[src/rtl/cpu_mem_req_ctrl_if.sv]
// Bundles the per-port pipeline demand, private bus channels and status outputs
// of the CPU memory request controller.
interface cpu_mem_req_ctrl_if #(
  parameter int unsigned NPORT     = 2,
  parameter int unsigned ADDR_BITS = 32,
  parameter int unsigned DATA_BITS = 32
);
  logic [NPORT-1:0]           pipe_rd_i;
  logic [NPORT-1:0]           pipe_wr_i;
  logic [NPORT*ADDR_BITS-1:0] pipe_addr_i;
  logic [NPORT*DATA_BITS-1:0] pipe_wdata_i;
  logic [NPORT*4-1:0]         pipe_web_i;
  logic [NPORT-1:0]           bus_req_o;
  logic [NPORT-1:0]           bus_read_o;
  logic [NPORT-1:0]           bus_write_o;
  logic [NPORT*ADDR_BITS-1:0] bus_addr_o;
  logic [NPORT*DATA_BITS-1:0] bus_wdata_o;
  logic [NPORT*4-1:0]         bus_web_o;
  logic [NPORT-1:0]           bus_wait_i;
  logic [NPORT*DATA_BITS-1:0] bus_rdata_i;
  logic [NPORT*DATA_BITS-1:0] rdata_o;
  logic                       stall_o;
  logic [NPORT-1:0]           timeout_o;

  modport master (
    input  pipe_rd_i, pipe_wr_i, pipe_addr_i, pipe_wdata_i, pipe_web_i, bus_wait_i, bus_rdata_i,
    output bus_req_o, bus_read_o, bus_write_o, bus_addr_o, bus_wdata_o, bus_web_o, rdata_o,
           stall_o, timeout_o
  );

  modport slave (
    output pipe_rd_i, pipe_wr_i, pipe_addr_i, pipe_wdata_i, pipe_web_i, bus_wait_i, bus_rdata_i,
    input  bus_req_o, bus_read_o, bus_write_o, bus_addr_o, bus_wdata_o, bus_web_o, rdata_o,
           stall_o, timeout_o
  );
endinterface

[src/rtl/cpu_mem_req_ctrl.sv]
// Per-port CPU memory request FSMs (IDLE/REQ/BUSY/DONE) with per-port timeout and a
// global pipeline stall; ports leave DONE together once no port is still in flight.
module cpu_mem_req_ctrl #(
  parameter int unsigned NPORT     = 2,
  parameter int unsigned ADDR_BITS = 32,
  parameter int unsigned DATA_BITS = 32,
  parameter int unsigned TO_CYC    = 255
) (
  input  logic               clk,
  input  logic               rst,
  cpu_mem_req_ctrl_if.master bus_if
);

  localparam logic [1:0] StIdle = 2'd0;
  localparam logic [1:0] StReq  = 2'd1;
  localparam logic [1:0] StBusy = 2'd2;
  localparam logic [1:0] StDone = 2'd3;

  localparam logic [7:0] ToLimit = 8'(TO_CYC);

  logic [1:0]           state_q [NPORT];
  logic [1:0]           state_d [NPORT];
  logic [7:0]           cnt_q   [NPORT];
  logic [7:0]           cnt_d   [NPORT];
  logic [ADDR_BITS-1:0] addr_q  [NPORT];
  logic [ADDR_BITS-1:0] addr_d  [NPORT];
  logic [DATA_BITS-1:0] wdata_q [NPORT];
  logic [DATA_BITS-1:0] wdata_d [NPORT];
  logic [DATA_BITS-1:0] rdata_q [NPORT];
  logic [DATA_BITS-1:0] rdata_d [NPORT];
  logic [3:0]           web_q   [NPORT];
  logic [3:0]           web_d   [NPORT];
  logic [NPORT-1:0]     wr_q, wr_d;
  logic [NPORT-1:0]     to_q, to_d;
  logic [NPORT-1:0]     active;
  logic [NPORT-1:0]     demand;
  logic [NPORT-1:0]     idle_dem;
  logic                 any_active;

  always_comb begin
    active   = '0;
    demand   = '0;
    idle_dem = '0;
    for (int p = 0; p < NPORT; p++) begin
      active[p]   = (state_q[p] == StReq) || (state_q[p] == StBusy);
      demand[p]   = bus_if.pipe_rd_i[p] | bus_if.pipe_wr_i[p];
      idle_dem[p] = (state_q[p] == StIdle) && demand[p];
    end
    any_active = |active;
  end

  always_comb begin
    wr_d = wr_q;
    to_d = to_q;
    for (int p = 0; p < NPORT; p++) begin
      state_d[p] = state_q[p];
      cnt_d[p]   = cnt_q[p];
      addr_d[p]  = addr_q[p];
      wdata_d[p] = wdata_q[p];
      web_d[p]   = web_q[p];
      rdata_d[p] = rdata_q[p];
      unique case (state_q[p])
        StIdle: begin
          if (demand[p]) begin
            state_d[p] = StReq;
            cnt_d[p]   = '0;
            wr_d[p]    = bus_if.pipe_wr_i[p];
            addr_d[p]  = bus_if.pipe_addr_i[p*ADDR_BITS +: ADDR_BITS];
            wdata_d[p] = bus_if.pipe_wdata_i[p*DATA_BITS +: DATA_BITS];
            web_d[p]   = bus_if.pipe_web_i[p*4 +: 4];
          end
        end
        StReq: begin
          if (cnt_q[p] == ToLimit) begin
            state_d[p] = StDone;
            to_d[p]    = 1'b1;
            if (!wr_q[p]) rdata_d[p] = '0;
          end else begin
            cnt_d[p] = cnt_q[p] + 8'd1;
            if (bus_if.bus_wait_i[p]) state_d[p] = StBusy;
          end
        end
        StBusy: begin
          // Completion is checked first so it wins over a coincident timeout.
          if (!bus_if.bus_wait_i[p]) begin
            state_d[p] = StDone;
            if (!wr_q[p]) rdata_d[p] = bus_if.bus_rdata_i[p*DATA_BITS +: DATA_BITS];
          end else if (cnt_q[p] == ToLimit) begin
            state_d[p] = StDone;
            to_d[p]    = 1'b1;
            if (!wr_q[p]) rdata_d[p] = '0;
          end else begin
            cnt_d[p] = cnt_q[p] + 8'd1;
          end
        end
        StDone: begin
          if (!any_active) state_d[p] = StIdle;
        end
        default: state_d[p] = StIdle;
      endcase
    end
  end

  always_ff @(posedge clk or posedge rst) begin
    if (rst) begin
      wr_q <= '0;
      to_q <= '0;
      for (int p = 0; p < NPORT; p++) begin
        state_q[p] <= StIdle;
        cnt_q[p]   <= '0;
        addr_q[p]  <= '0;
        wdata_q[p] <= '0;
        web_q[p]   <= '0;
        rdata_q[p] <= '0;
      end
    end else begin
      wr_q <= wr_d;
      to_q <= to_d;
      for (int p = 0; p < NPORT; p++) begin
        state_q[p] <= state_d[p];
        cnt_q[p]   <= cnt_d[p];
        addr_q[p]  <= addr_d[p];
        wdata_q[p] <= wdata_d[p];
        web_q[p]   <= web_d[p];
        rdata_q[p] <= rdata_d[p];
      end
    end
  end

  // Bus fields are only driven while a port is in flight, so IDLE/DONE/reset read as zero.
  always_comb begin
    bus_if.bus_req_o   = '0;
    bus_if.bus_read_o  = '0;
    bus_if.bus_write_o = '0;
    bus_if.bus_addr_o  = '0;
    bus_if.bus_wdata_o = '0;
    bus_if.bus_web_o   = '0;
    bus_if.rdata_o     = '0;
    for (int p = 0; p < NPORT; p++) begin
      bus_if.bus_req_o[p]   = (state_q[p] == StReq);
      bus_if.bus_read_o[p]  = active[p] & ~wr_q[p];
      bus_if.bus_write_o[p] = active[p] & wr_q[p];
      bus_if.rdata_o[p*DATA_BITS +: DATA_BITS] = rdata_q[p];
      if (active[p]) begin
        bus_if.bus_addr_o[p*ADDR_BITS +: ADDR_BITS]  = addr_q[p];
        bus_if.bus_wdata_o[p*DATA_BITS +: DATA_BITS] = wdata_q[p];
        bus_if.bus_web_o[p*4 +: 4]                   = web_q[p];
      end
    end
    bus_if.stall_o   = |(active | idle_dem);
    bus_if.timeout_o = to_q;
  end

endmodule
[src/flat_wrapper.sv]
// flat-port wrapper written by rule: the top's interface ports become plain ports
module cpu_mem_req_ctrl_flat 
#(
  parameter int unsigned NPORT     = 2,
  parameter int unsigned ADDR_BITS = 32,
  parameter int unsigned DATA_BITS = 32,
  parameter int unsigned TO_CYC    = 255
)
  (clk, rst, bus_if_pipe_rd_i, bus_if_pipe_wr_i, bus_if_pipe_addr_i, bus_if_pipe_wdata_i, bus_if_pipe_web_i, bus_if_bus_wait_i, bus_if_bus_rdata_i, bus_if_bus_req_o, bus_if_bus_read_o, bus_if_bus_write_o, bus_if_bus_addr_o, bus_if_bus_wdata_o, bus_if_bus_web_o, bus_if_rdata_o, bus_if_stall_o, bus_if_timeout_o);
  cpu_mem_req_ctrl_if #(.NPORT(NPORT), .ADDR_BITS(ADDR_BITS), .DATA_BITS(DATA_BITS)) bus_if_i ();
  input  logic clk;
  input  logic rst;
  input wire logic [$bits(bus_if_i.pipe_rd_i)-1:0] bus_if_pipe_rd_i;
  input wire logic [$bits(bus_if_i.pipe_wr_i)-1:0] bus_if_pipe_wr_i;
  input wire logic [$bits(bus_if_i.pipe_addr_i)-1:0] bus_if_pipe_addr_i;
  input wire logic [$bits(bus_if_i.pipe_wdata_i)-1:0] bus_if_pipe_wdata_i;
  input wire logic [$bits(bus_if_i.pipe_web_i)-1:0] bus_if_pipe_web_i;
  input wire logic [$bits(bus_if_i.bus_wait_i)-1:0] bus_if_bus_wait_i;
  input wire logic [$bits(bus_if_i.bus_rdata_i)-1:0] bus_if_bus_rdata_i;
  output wire logic [$bits(bus_if_i.bus_req_o)-1:0] bus_if_bus_req_o;
  output wire logic [$bits(bus_if_i.bus_read_o)-1:0] bus_if_bus_read_o;
  output wire logic [$bits(bus_if_i.bus_write_o)-1:0] bus_if_bus_write_o;
  output wire logic [$bits(bus_if_i.bus_addr_o)-1:0] bus_if_bus_addr_o;
  output wire logic [$bits(bus_if_i.bus_wdata_o)-1:0] bus_if_bus_wdata_o;
  output wire logic [$bits(bus_if_i.bus_web_o)-1:0] bus_if_bus_web_o;
  output wire logic [$bits(bus_if_i.rdata_o)-1:0] bus_if_rdata_o;
  output wire logic [$bits(bus_if_i.stall_o)-1:0] bus_if_stall_o;
  output wire logic [$bits(bus_if_i.timeout_o)-1:0] bus_if_timeout_o;
  assign bus_if_i.pipe_rd_i = bus_if_pipe_rd_i;
  assign bus_if_i.pipe_wr_i = bus_if_pipe_wr_i;
  assign bus_if_i.pipe_addr_i = bus_if_pipe_addr_i;
  assign bus_if_i.pipe_wdata_i = bus_if_pipe_wdata_i;
  assign bus_if_i.pipe_web_i = bus_if_pipe_web_i;
  assign bus_if_i.bus_wait_i = bus_if_bus_wait_i;
  assign bus_if_i.bus_rdata_i = bus_if_bus_rdata_i;
  assign bus_if_bus_req_o = bus_if_i.bus_req_o;
  assign bus_if_bus_read_o = bus_if_i.bus_read_o;
  assign bus_if_bus_write_o = bus_if_i.bus_write_o;
  assign bus_if_bus_addr_o = bus_if_i.bus_addr_o;
  assign bus_if_bus_wdata_o = bus_if_i.bus_wdata_o;
  assign bus_if_bus_web_o = bus_if_i.bus_web_o;
  assign bus_if_rdata_o = bus_if_i.rdata_o;
  assign bus_if_stall_o = bus_if_i.stall_o;
  assign bus_if_timeout_o = bus_if_i.timeout_o;
  cpu_mem_req_ctrl #(.NPORT(NPORT), .ADDR_BITS(ADDR_BITS), .DATA_BITS(DATA_BITS), .TO_CYC(TO_CYC)) u_core (.clk(clk), .rst(rst), .bus_if(bus_if_i));
endmodule
[config.mk]
export PLATFORM = sky130hd
export DESIGN_NAME = cpu_mem_req_ctrl_flat
export DESIGN_NICKNAME = d
export VERILOG_FILES = /design/src/rtl/cpu_mem_req_ctrl_if.sv /design/src/rtl/cpu_mem_req_ctrl.sv /design/src/flat_wrapper.sv
export SDC_FILE = /design/constraint.sdc
export NUM_CORES = 1
export LEC_CHECK = 0
export ABC_AREA = 0
export BUFFER_PORTS_ARGS = -buffer_cell sky130_fd_sc_hd__buf_2
export CAP_MARGIN = 10
export CORE_AREA = 2 2 160 162
export CTS_BUF_LIST = sky130_fd_sc_hd__clkbuf_4
export CTS_CLUSTER_DIAMETER = 100
export DETAILED_ROUTE_END_ITERATION = 8
export DIE_AREA = 0 0 162 164
export PLACE_DENSITY_LB_ADDON = 0.1
export SYNTH_ARGS = -nofsm -noshare
export SYNTH_HDL_FRONTEND = slang
export SYNTH_SLANG_ARGS = --single-unit
[constraint.sdc]
create_clock -name clk -period 7.5 [get_ports clk]
set_clock_uncertainty 0.2 [all_clocks]
set_input_delay 0 -clock clk [delete_from_list [all_inputs] [get_ports clk]]
set_output_delay 0 -clock clk [all_outputs]
set_load 0.03 [all_outputs]
==> flow_summary.yaml, run 1 <==
place:
  place.detailed.hpwl_um: 18210
  port-buffer-count: 416
  post-place-cells: 1460
  globalplace.congestion: 0.7830
floorplan:
  dieWidth_um: 162
  initial_core_util_pct: 39.04
  core.rowCount: 58
  die_height_um: 164
  top_level_ports: 417
clock_tree:
  cts.sinks: 224
  post_cts_hold_buffer_count: 316
  clock_tree_root_driver_cell: "sky130_fd_sc_hd__clkbuf_4"
  cts-buffers-inserted: 66
  htree_num_levels: 3
  clock_tree.buffer_depth: 3
  post-cts-setup-buffer-count: 0
  post_cts_resized: 0
yosys:
  ys_top_cells_by_area: "sky130_fd_sc_hd__dfrtp_1 58%, sky130_fd_sc_hd__mux2_2 16%, sky130_fd_sc_hd__and2_1 9.2%"
  synth.ff_latch_count: 224
  syn_area_per_cell_um2: 12.87
  synth_top_area_share_pct: 57.86
  seq_area_frac_synth_pct: 57.86
  synth_top_area_cell: "sky130_fd_sc_hd__dfrtp_1"
  post_synthesis_net_count: 974
  cell_count_after_synthesis: 753
  synth.yosys.warnings: 0
  yosysUniqueCellTypes: 37
  synth_area_um2: 9688
run_status:
  outcome: "did not finish"
  last-stage-reached: "clock tree synthesis"
  flow.first_error: "[ERROR RSZ-0060] Max buffer count reached."
## cells by family after synthesis
family / synth area share [%]
AO/OA/AOI/OAI: 8.730
adder cells (fa/ha/maj): 1.679
buffers and inverters: 2.131
flip-flops: 57.86
multiplexers: 16.48
AND/OR/NAND/NOR: 13.12
## per-stage QoR
step / util (%) / cell area (um^2) / worst slack (ps)
global placement: 48.76 / 12100 / 4244
detailed placement: 48.76 / 12100 / 4194
floorplan: - / 9688 / 1166
## synthesized netlist by cell type
cell	n
sky130_fd_sc_hd__mux2i_1	2
sky130_fd_sc_hd__nand3_1	11
sky130_fd_sc_hd__o21bai_1	2
sky130_fd_sc_hd__or3_1	2
sky130_fd_sc_hd__dfrtp_1	224
sky130_fd_sc_hd__inv_1	6
sky130_fd_sc_hd__buf_6	1
sky130_fd_sc_hd__nor4b_1	1
sky130_fd_sc_hd__o21ai_0	4
sky130_fd_sc_hd__nand4b_1	3
sky130_fd_sc_hd__o21ai_1	3
sky130_fd_sc_hd__a211oi_1	2
sky130_fd_sc_hd__and4_1	2
sky130_fd_sc_hd__a21oi_1	14
sky130_fd_sc_hd__a211o_1	1
sky130_fd_sc_hd__o211ai_1	7
sky130_fd_sc_hd__nand3b_1	1
sky130_fd_sc_hd__nor3_1	3
sky130_fd_sc_hd__and3_1	3
sky130_fd_sc_hd__nor2b_1	4
sky130_fd_sc_hd__mux2_2	140
sky130_fd_sc_hd__nor3b_1	3
sky130_fd_sc_hd__or4_1	3
sky130_fd_sc_hd__o41ai_1	2
sky130_fd_sc_hd__clkbuf_1	46
sky130_fd_sc_hd__nand2_1	22
sky130_fd_sc_hd__nand4_1	5
sky130_fd_sc_hd__a22oi_1	2
sky130_fd_sc_hd__nor2_1	5
sky130_fd_sc_hd__o31ai_1	4
sky130_fd_sc_hd__and2_1	142
sky130_fd_sc_hd__ha_1	13
sky130_fd_sc_hd__a22o_1	64
sky130_fd_sc_hd__or2_2	2
sky130_fd_sc_hd__nor4_1	1
sky130_fd_sc_hd__a41oi_1	1
sky130_fd_sc_hd__a2bb2oi_1	2
==> run 2, diff against run 1 <==
CORE_AREA = default   (was 2 2 160 162)
CORE_MARGIN = 2   (was default)
CORE_UTILIZATION = 27   (was default)
CTS_BUF_LIST = default   (was sky130_fd_sc_hd__clkbuf_4)
CTS_CLUSTER_DIAMETER = default   (was 100)
DIE_AREA = default   (was 0 0 162 164)
PLACE_DENSITY_LB_ADDON = 0.15   (was 0.1)
==> run 2 against run 1 <==
The run now ends clean. Synthesized cell count unchanged. Area after synthesis stayed put.
==> flow_summary.yaml, run 2 <==
run_status:
  outcome: "finished, final reports clean"
layout:
  area_growth_syn_to_layout_pct: 60.38
  num-nets-final: 1623
  final_cells: 1879
  antenna_cells_inserted: 0
  layout_commonest_cell: "sky130_fd_sc_hd__buf_2"
  final_cell_mix: "416 x sky130_fd_sc_hd__buf_2, 241 x sky130_fd_sc_hd__dlygate4sd3_1, 224 x sky130_fd_sc_hd__dfrtp_1"
  final_core_utilization_pct: 43.79
  n_fill_cell: 3370
  layout-drive-gt1-share_pct: 43.23
critical_path:
  worstReg2RegStart: "u_core.state_q[3]"
  regToRegSetupSlack_ps: 4430
  reg2reg_to: "u_core.bus_if.rdata_o[19]"
  r2r_cells: 9
  critical_path.endpoint_type: "primary output"
  critical_path.max_fanout: 43
  critical_path.startpoint: "u_core.state_q[1]"
  worstSetupPathType: "flip-flop to primary output"
  timing.critical_path.required_ps: 7300
  critical_path.startpoint_type: "flip-flop"
  arrival_ps: 2900
place:
  place.detailed.hpwl_um: 18340
  port-buffer-count: 416
  globalplace.congestion: 0.7345
  post-place-cells: 1593
  pre_cts_slack_ps: 4369
timing:
  hold_slack_ps: 18.92
  worst-slew-pin-transition_ps: 1080
  fmaxAchievable_mhz: 322.5
  period_share_pct: 41.35
  rsz0062_at_grt: "no"
  final.setup.tns_ps: 0
  finalHoldViolCount: 0
  post-route-min-period_ps: 3101
  setup_slack_ps: 4399
  setup_viol: 0
  timing.max_slew.rel_slack_pct: 27.45
  maxSlewViolCount: 0
yosys:
  seq_area_frac_synth_pct: 57.86
  synth.ff_latch_count: 224
  yosysUniqueCellTypes: 37
  synth_top_area_share_pct: 57.86
  async_reset_ff_share_pct: 100.0
  syn_area_per_cell_um2: 12.87
  synth_top_area_cell: "sky130_fd_sc_hd__dfrtp_1"
  synth_area_um2: 9688
  ys_dominant_reg_cell: "sky130_fd_sc_hd__dfrtp_1"
  synth-edff-count: 0
  synth_most_common_cell: "sky130_fd_sc_hd__dfrtp_1"
  ys_top_cells_by_area: "sky130_fd_sc_hd__dfrtp_1 58%, sky130_fd_sc_hd__mux2_2 16%, sky130_fd_sc_hd__and2_1 9.2%"
  post_synthesis_net_count: 974
  cell_count_after_synthesis: 753
  synth_commonest_cells: "224 x sky130_fd_sc_hd__dfrtp_1, 142 x sky130_fd_sc_hd__and2_1, 140 x sky130_fd_sc_hd__mux2_2"
  synth.yosys.warnings: 0
floorplan:
  die_height_um: 193.4
  initial_core_util_pct: 27.30
  dieArea_um2: 37410
  top_level_ports: 417
  floorplan.core_area_um2: 35480
  core.rowCount: 69
  dieWidth_um: 193.4
clock_tree:
  cts.sinks: 224
  cts-buffers-inserted: 27
  clk-insertion-delay-late_ps: 530
  clock_pin_slew_on_the_worst_setup_and_hold_paths_ps: 60
  post-cts-setup-buffer-count: 0
  clock_tree_from_tritoncts: "yes"
  clock_tree.buffer_depth: 3
  htree_num_levels: 1
  clock_tree_root_driver_cell: "sky130_fd_sc_hd__clkbuf_16"
power:
  leakage_nw: 7.558
  comb_power_share_pct: 56.8
  power.switching_mw: 3.532
  p_per_area_nw_per_um2: 498.4
  p_clk_share_pct: 16.4
  power_switching_share_pct: 45.61
  cellInternalPower_mw: 4.212
  worst_ir_drop_vdd_mv: 0.3287
  p_seq_share_pct: 26.7
global_routing:
  grt_antenna_before_repair: 1
  grt_max_degree: 127
  grt_pass1_vias: 8861
  grt_pass1_wl_um: 46930
  grt-ovfl-total: 0
  globalRouteTotalUtil_pct: 15.21
routing:
  routed-via-count: 8288
  via_per_inst: 4.411
  drt_iter0_drc: 260
  post-route-drc-count: 0
  drt_wl_total_um: 29200
  drt-wirelength-per-cell_um: 15.54
  postRouteAntennaNets: 0
  router_iterations_before_antenna_repair: 4
run:
  maxCapViolations: 0
min_path:
  hold_path_class: "primary input to asynchronous set/reset pin"
run 2: how the worst max path moves through the flow:
stage                                     end  slack [ps]  depth (start not counted)
finish                         bus_if_stall_o        4400                          6
global route         u_core.bus_if.rdata_o[5]        4100                          9
global placement    u_core.bus_if.rdata_o[22]        4390                          9
detailed placement  u_core.bus_if.rdata_o[18]        4370                          9
CTS                            bus_if_stall_o        4290                          6
floorplan                    u_core.addr_q[0]        1170                          1
run 2: final cells by class:
cell class	instances	area [um^2]	share of cell area [%]
tap	461	576.8	3.712
inverter	6	30.03	0.1933
multi-input combinational	476	3911	25.17
clock buffer	38	757.0	4.872
timing repair buffer	667	4569	29.41
sequential	224	5605	36.08
clock inverter	7	87.58	0.5637
run 2: power by group through the flow:
stage / sequential [mW] / clock, mW / combinational (mW)
finish: 2.07 / 1.27 / 4.40
global route: 2.15 / 1.37 / 4.71
detailed placement: 2.07 / 0 / 4.23
floorplan: 2.30 / 0 / 2.79
CTS: 2.06 / 1.32 / 4.46
global placement: 2.06 / 0 / 4.23
run 2: what timing repair did:
| action | in CTS | in global routing |
|---|---|---|
| endpoints found under the hold margin | 343 | 0 |
| resized for setup | 0 | 0 |
| hold buffers | 241 | 0 |
| setup endpoints to repair | 0 | 0 |
run 2: logic make-up after synthesis:
group / count (synthesis) / synth area share (%)
muxes: 142 / 16.48
and+or+nand+nor: 213 / 13.12
DFF: 224 / 57.86
adders and majority gates: 13 / 1.679
buffers and inverters: 53 / 2.131
AOI/OAI and AO/OA: 108 / 8.730
run 2: per-layer routing:
layer | up-vias | track usage, % | part of all wire [%]
li1 | 3946 | - | -
met1 | 4016 | 18.36 | 42
met2 | 274 | 26.68 | 49
met3 | 52 | 3.679 | 6.2
met4 | 0 | 4.750 | 3.2
met5 | - | 0 | 0
run 2: critical path, cell delays in order (launching register included):
cell and delay [ps]:
sky130_fd_sc_hd__dfrtp_1 450, sky130_fd_sc_hd__inv_1 100, sky130_fd_sc_hd__ha_2 220, sky130_fd_sc_hd__o21ai_4 340, sky130_fd_sc_hd__buf_4 620, sky130_fd_sc_hd__nand3b_1 350
sky130_fd_sc_hd__buf_2 290
run 2: stage by stage:
step / total power, mW / cell area (um^2)
6_report: 7.744 / 15540
5_1_grt: 8.232 / 15540
4_1_cts: 7.843 / 15540
3_5_place_dp: 6.309 / 12280
3_3_place_gp: 6.290 / 12280
2_1_floorplan: 5.091 / 9688
Power figures use the tool's default switching activity.
==> run 3, diff against run 2 <==
clock period = 2.9 ns   (was 7.5 ns; I/O delays follow)
==> run 3 against run 2 <==
Final cell count grew 4.9%. Combinational power rose to 2.7 times the previous value. Worst hold slack worse by 11 ps. Register-to-register slack worse by 4000 ps. Worst setup slack got worse by 4200 ps. Routed wire length grew 5.7%. Via count increased by 4.6%. Utilization is 2.6 points higher. Count of clock-buffer cells in the layout shrank 1. Final area up 6.0%. Power rose to 2.6 times the previous value. Largest power group unchanged. Highest routed layer unchanged.
==> flow_summary.yaml, run 3 (synthesis results as in run 2) <==
run_status:
  outcome: "finished, final reports clean"
critical_path:
  timing.critical_path.required_ps: 2700
  critical_path.endpoint_type: "primary output"
  critical_path.startpoint_type: "flip-flop"
  regToRegSetupSlack_ps: 460
  timing.critical_path.to: "bus_if_bus_web_o[2]"
  reg2reg_to: "u_core.addr_q[9]"
  critical_path.startpoint: "u_core.state_q[3]"
  r2r_cells: 5
  arrival_ps: 2460
  worstReg2RegStart: "u_core.state_q[1]"
  worstSetupPathType: "flip-flop to primary output"
  critical_path.max_fanout: 83
timing:
  fmaxAchievable_mhz: 375.5
  maxSlewViolCount: 0
  timing.max_slew.rel_slack_pct: 35.51
  final.setup.tns_ps: 0
  finalHoldViolCount: 0
  period_share_pct: 91.83
  post-route-min-period_ps: 2663
  hold_slack_ps: 8.284
  rsz0062_at_grt: "no"
  worst-slew-pin-transition_ps: 963.8
  setup_viol: 0
routing:
  routed-via-count: 8671
  drt_wl_total_um: 30880
  top_layer: "met4"
  via_per_inst: 4.399
  post-route-drc-count: 0
  drt_iter0_drc: 283
  router_iterations_before_antenna_repair: 4
  met1_routed_wirelength_after_detailed_routing_um: 12850
  postRouteAntennaNets: 0
  wl_met2_um: 15170
  drt-wirelength-per-cell_um: 15.67
  wl_met3_um: 2024
global_routing:
  grt_max_degree: 84
  grt_pass1_wl_um: 50340
  grt-ovfl-total: 0
  grt_pass1_vias: 9507
  globalRouteTotalUtil_pct: 16.26
  grt_antenna_before_repair: 0
power:
  leakage_nw: 7.967
  p_per_area_nw_per_um2: 1232
  worst_ir_drop_vdd_mv: 0.8396
  report.power.total_mw: 20.30
layout:
  area_growth_syn_to_layout_pct: 70.08
  layout-drive-gt1-share_pct: 41.19
  design_area_um2: 16480
  n_fill_cell: 3258
  final_cell_mix: "416 x sky130_fd_sc_hd__buf_2, 324 x sky130_fd_sc_hd__dlygate4sd3_1, 224 x sky130_fd_sc_hd__dfrtp_1"
  layout_commonest_cell: "sky130_fd_sc_hd__buf_2"
  num-nets-final: 1717
  antenna_cells_inserted: 0
clock_tree:
  clock_pin_slew_on_the_worst_setup_and_hold_paths_ps: 60
  post_cts_resized: 0
  clock_tree_root_driver_cell: "sky130_fd_sc_hd__clkbuf_16"
  cts-buffers-inserted: 27
  clock_tree.buffer_depth: 3
  clock_tree_from_tritoncts: "yes"
  htree_num_levels: 1
  clk-insertion-delay-late_ps: 550
  post_cts_hold_buffer_count: 324
  cts.sinks: 224
  post-cts-setup-buffer-count: 0
floorplan:
  floorplan.core_area_um2: 35480
  dieWidth_um: 193.4
  initial_core_util_pct: 27.30
  die_height_um: 193.4
  core.rowCount: 69
  dieArea_um2: 37410
  top_level_ports: 417
place:
  placed_area_um2: 12430
  port-buffer-count: 416
  globalplace.congestion: 0.7475
  place.detailed.hpwl_um: 19520
min_path:
  hold_path_class: "primary input to asynchronous set/reset pin"
run:
  maxCapViolations: 0
==> run 3: layout make-up <==
cell class	instances	area [um^2]	share of cell area [%]
clock inverters	6	58.81	0.3569
clock buffers	37	743.2	4.511
flip-flops and latches	224	5605	34.02
multi-input cells	476	3911	23.74
repair buffers	761	5555	33.72
inverters	6	26.28	0.1595
well taps	461	576.8	3.501
==> run 3: where the power goes <==
group          switching, mW  leakage [nW]  internal, mW
clock network           1.31         0.397          1.85
registers              0.759          2.73          4.61
logic                   7.15          4.84          4.61
total                   9.23          7.97          11.1
==> run 3: how the worst min path moves through the flow <==
stage                            startpoint                   endpoint  slack [ps]  cells after the start
detailed placement   bus_if_bus_rdata_i[40]  u_core.bus_if.rdata_o[40]          20                      2
CTS                 bus_if_pipe_wdata_i[58]         u_core.wdata_q[26]        0.03                      3
global placement     bus_if_bus_rdata_i[62]  u_core.bus_if.rdata_o[62]          20                      2
global route         bus_if_bus_rdata_i[62]  u_core.bus_if.rdata_o[62]           8                      3
finish                                  rst           u_core.addr_q[2]           8                      3
floorplan               bus_if_pipe_wr_i[0]             u_core.wr_q[0]         -90                      2
==> run 3: worst max-delay path, cell delays in order (launching register included) <==
cell and delay [ps]:
sky130_fd_sc_hd__dfrtp_1 430, sky130_fd_sc_hd__inv_1 110, sky130_fd_sc_hd__ha_2 350, sky130_fd_sc_hd__buf_4 540, sky130_fd_sc_hd__and2_1 240, sky130_fd_sc_hd__buf_2 200
==> run 3: layer usage <==
metal  global-route usage [%]  up-vias
met5                        0        -
met1                    19.27     4202
met3                    4.202       56
met2                    28.88      276
met4                    4.778        0
li1                         -     4137
==> run 3: per-stage QoR <==
stage	worst slack (ps)	utilization, %	std cells
global placement	514.8	35.02	1603
global route	31.59	46.44	1971
finish	237.1	46.44	1971
floorplan	-224.0	-	753
CTS	158.9	46.42	1970
detailed placement	491.2	35.02	1603
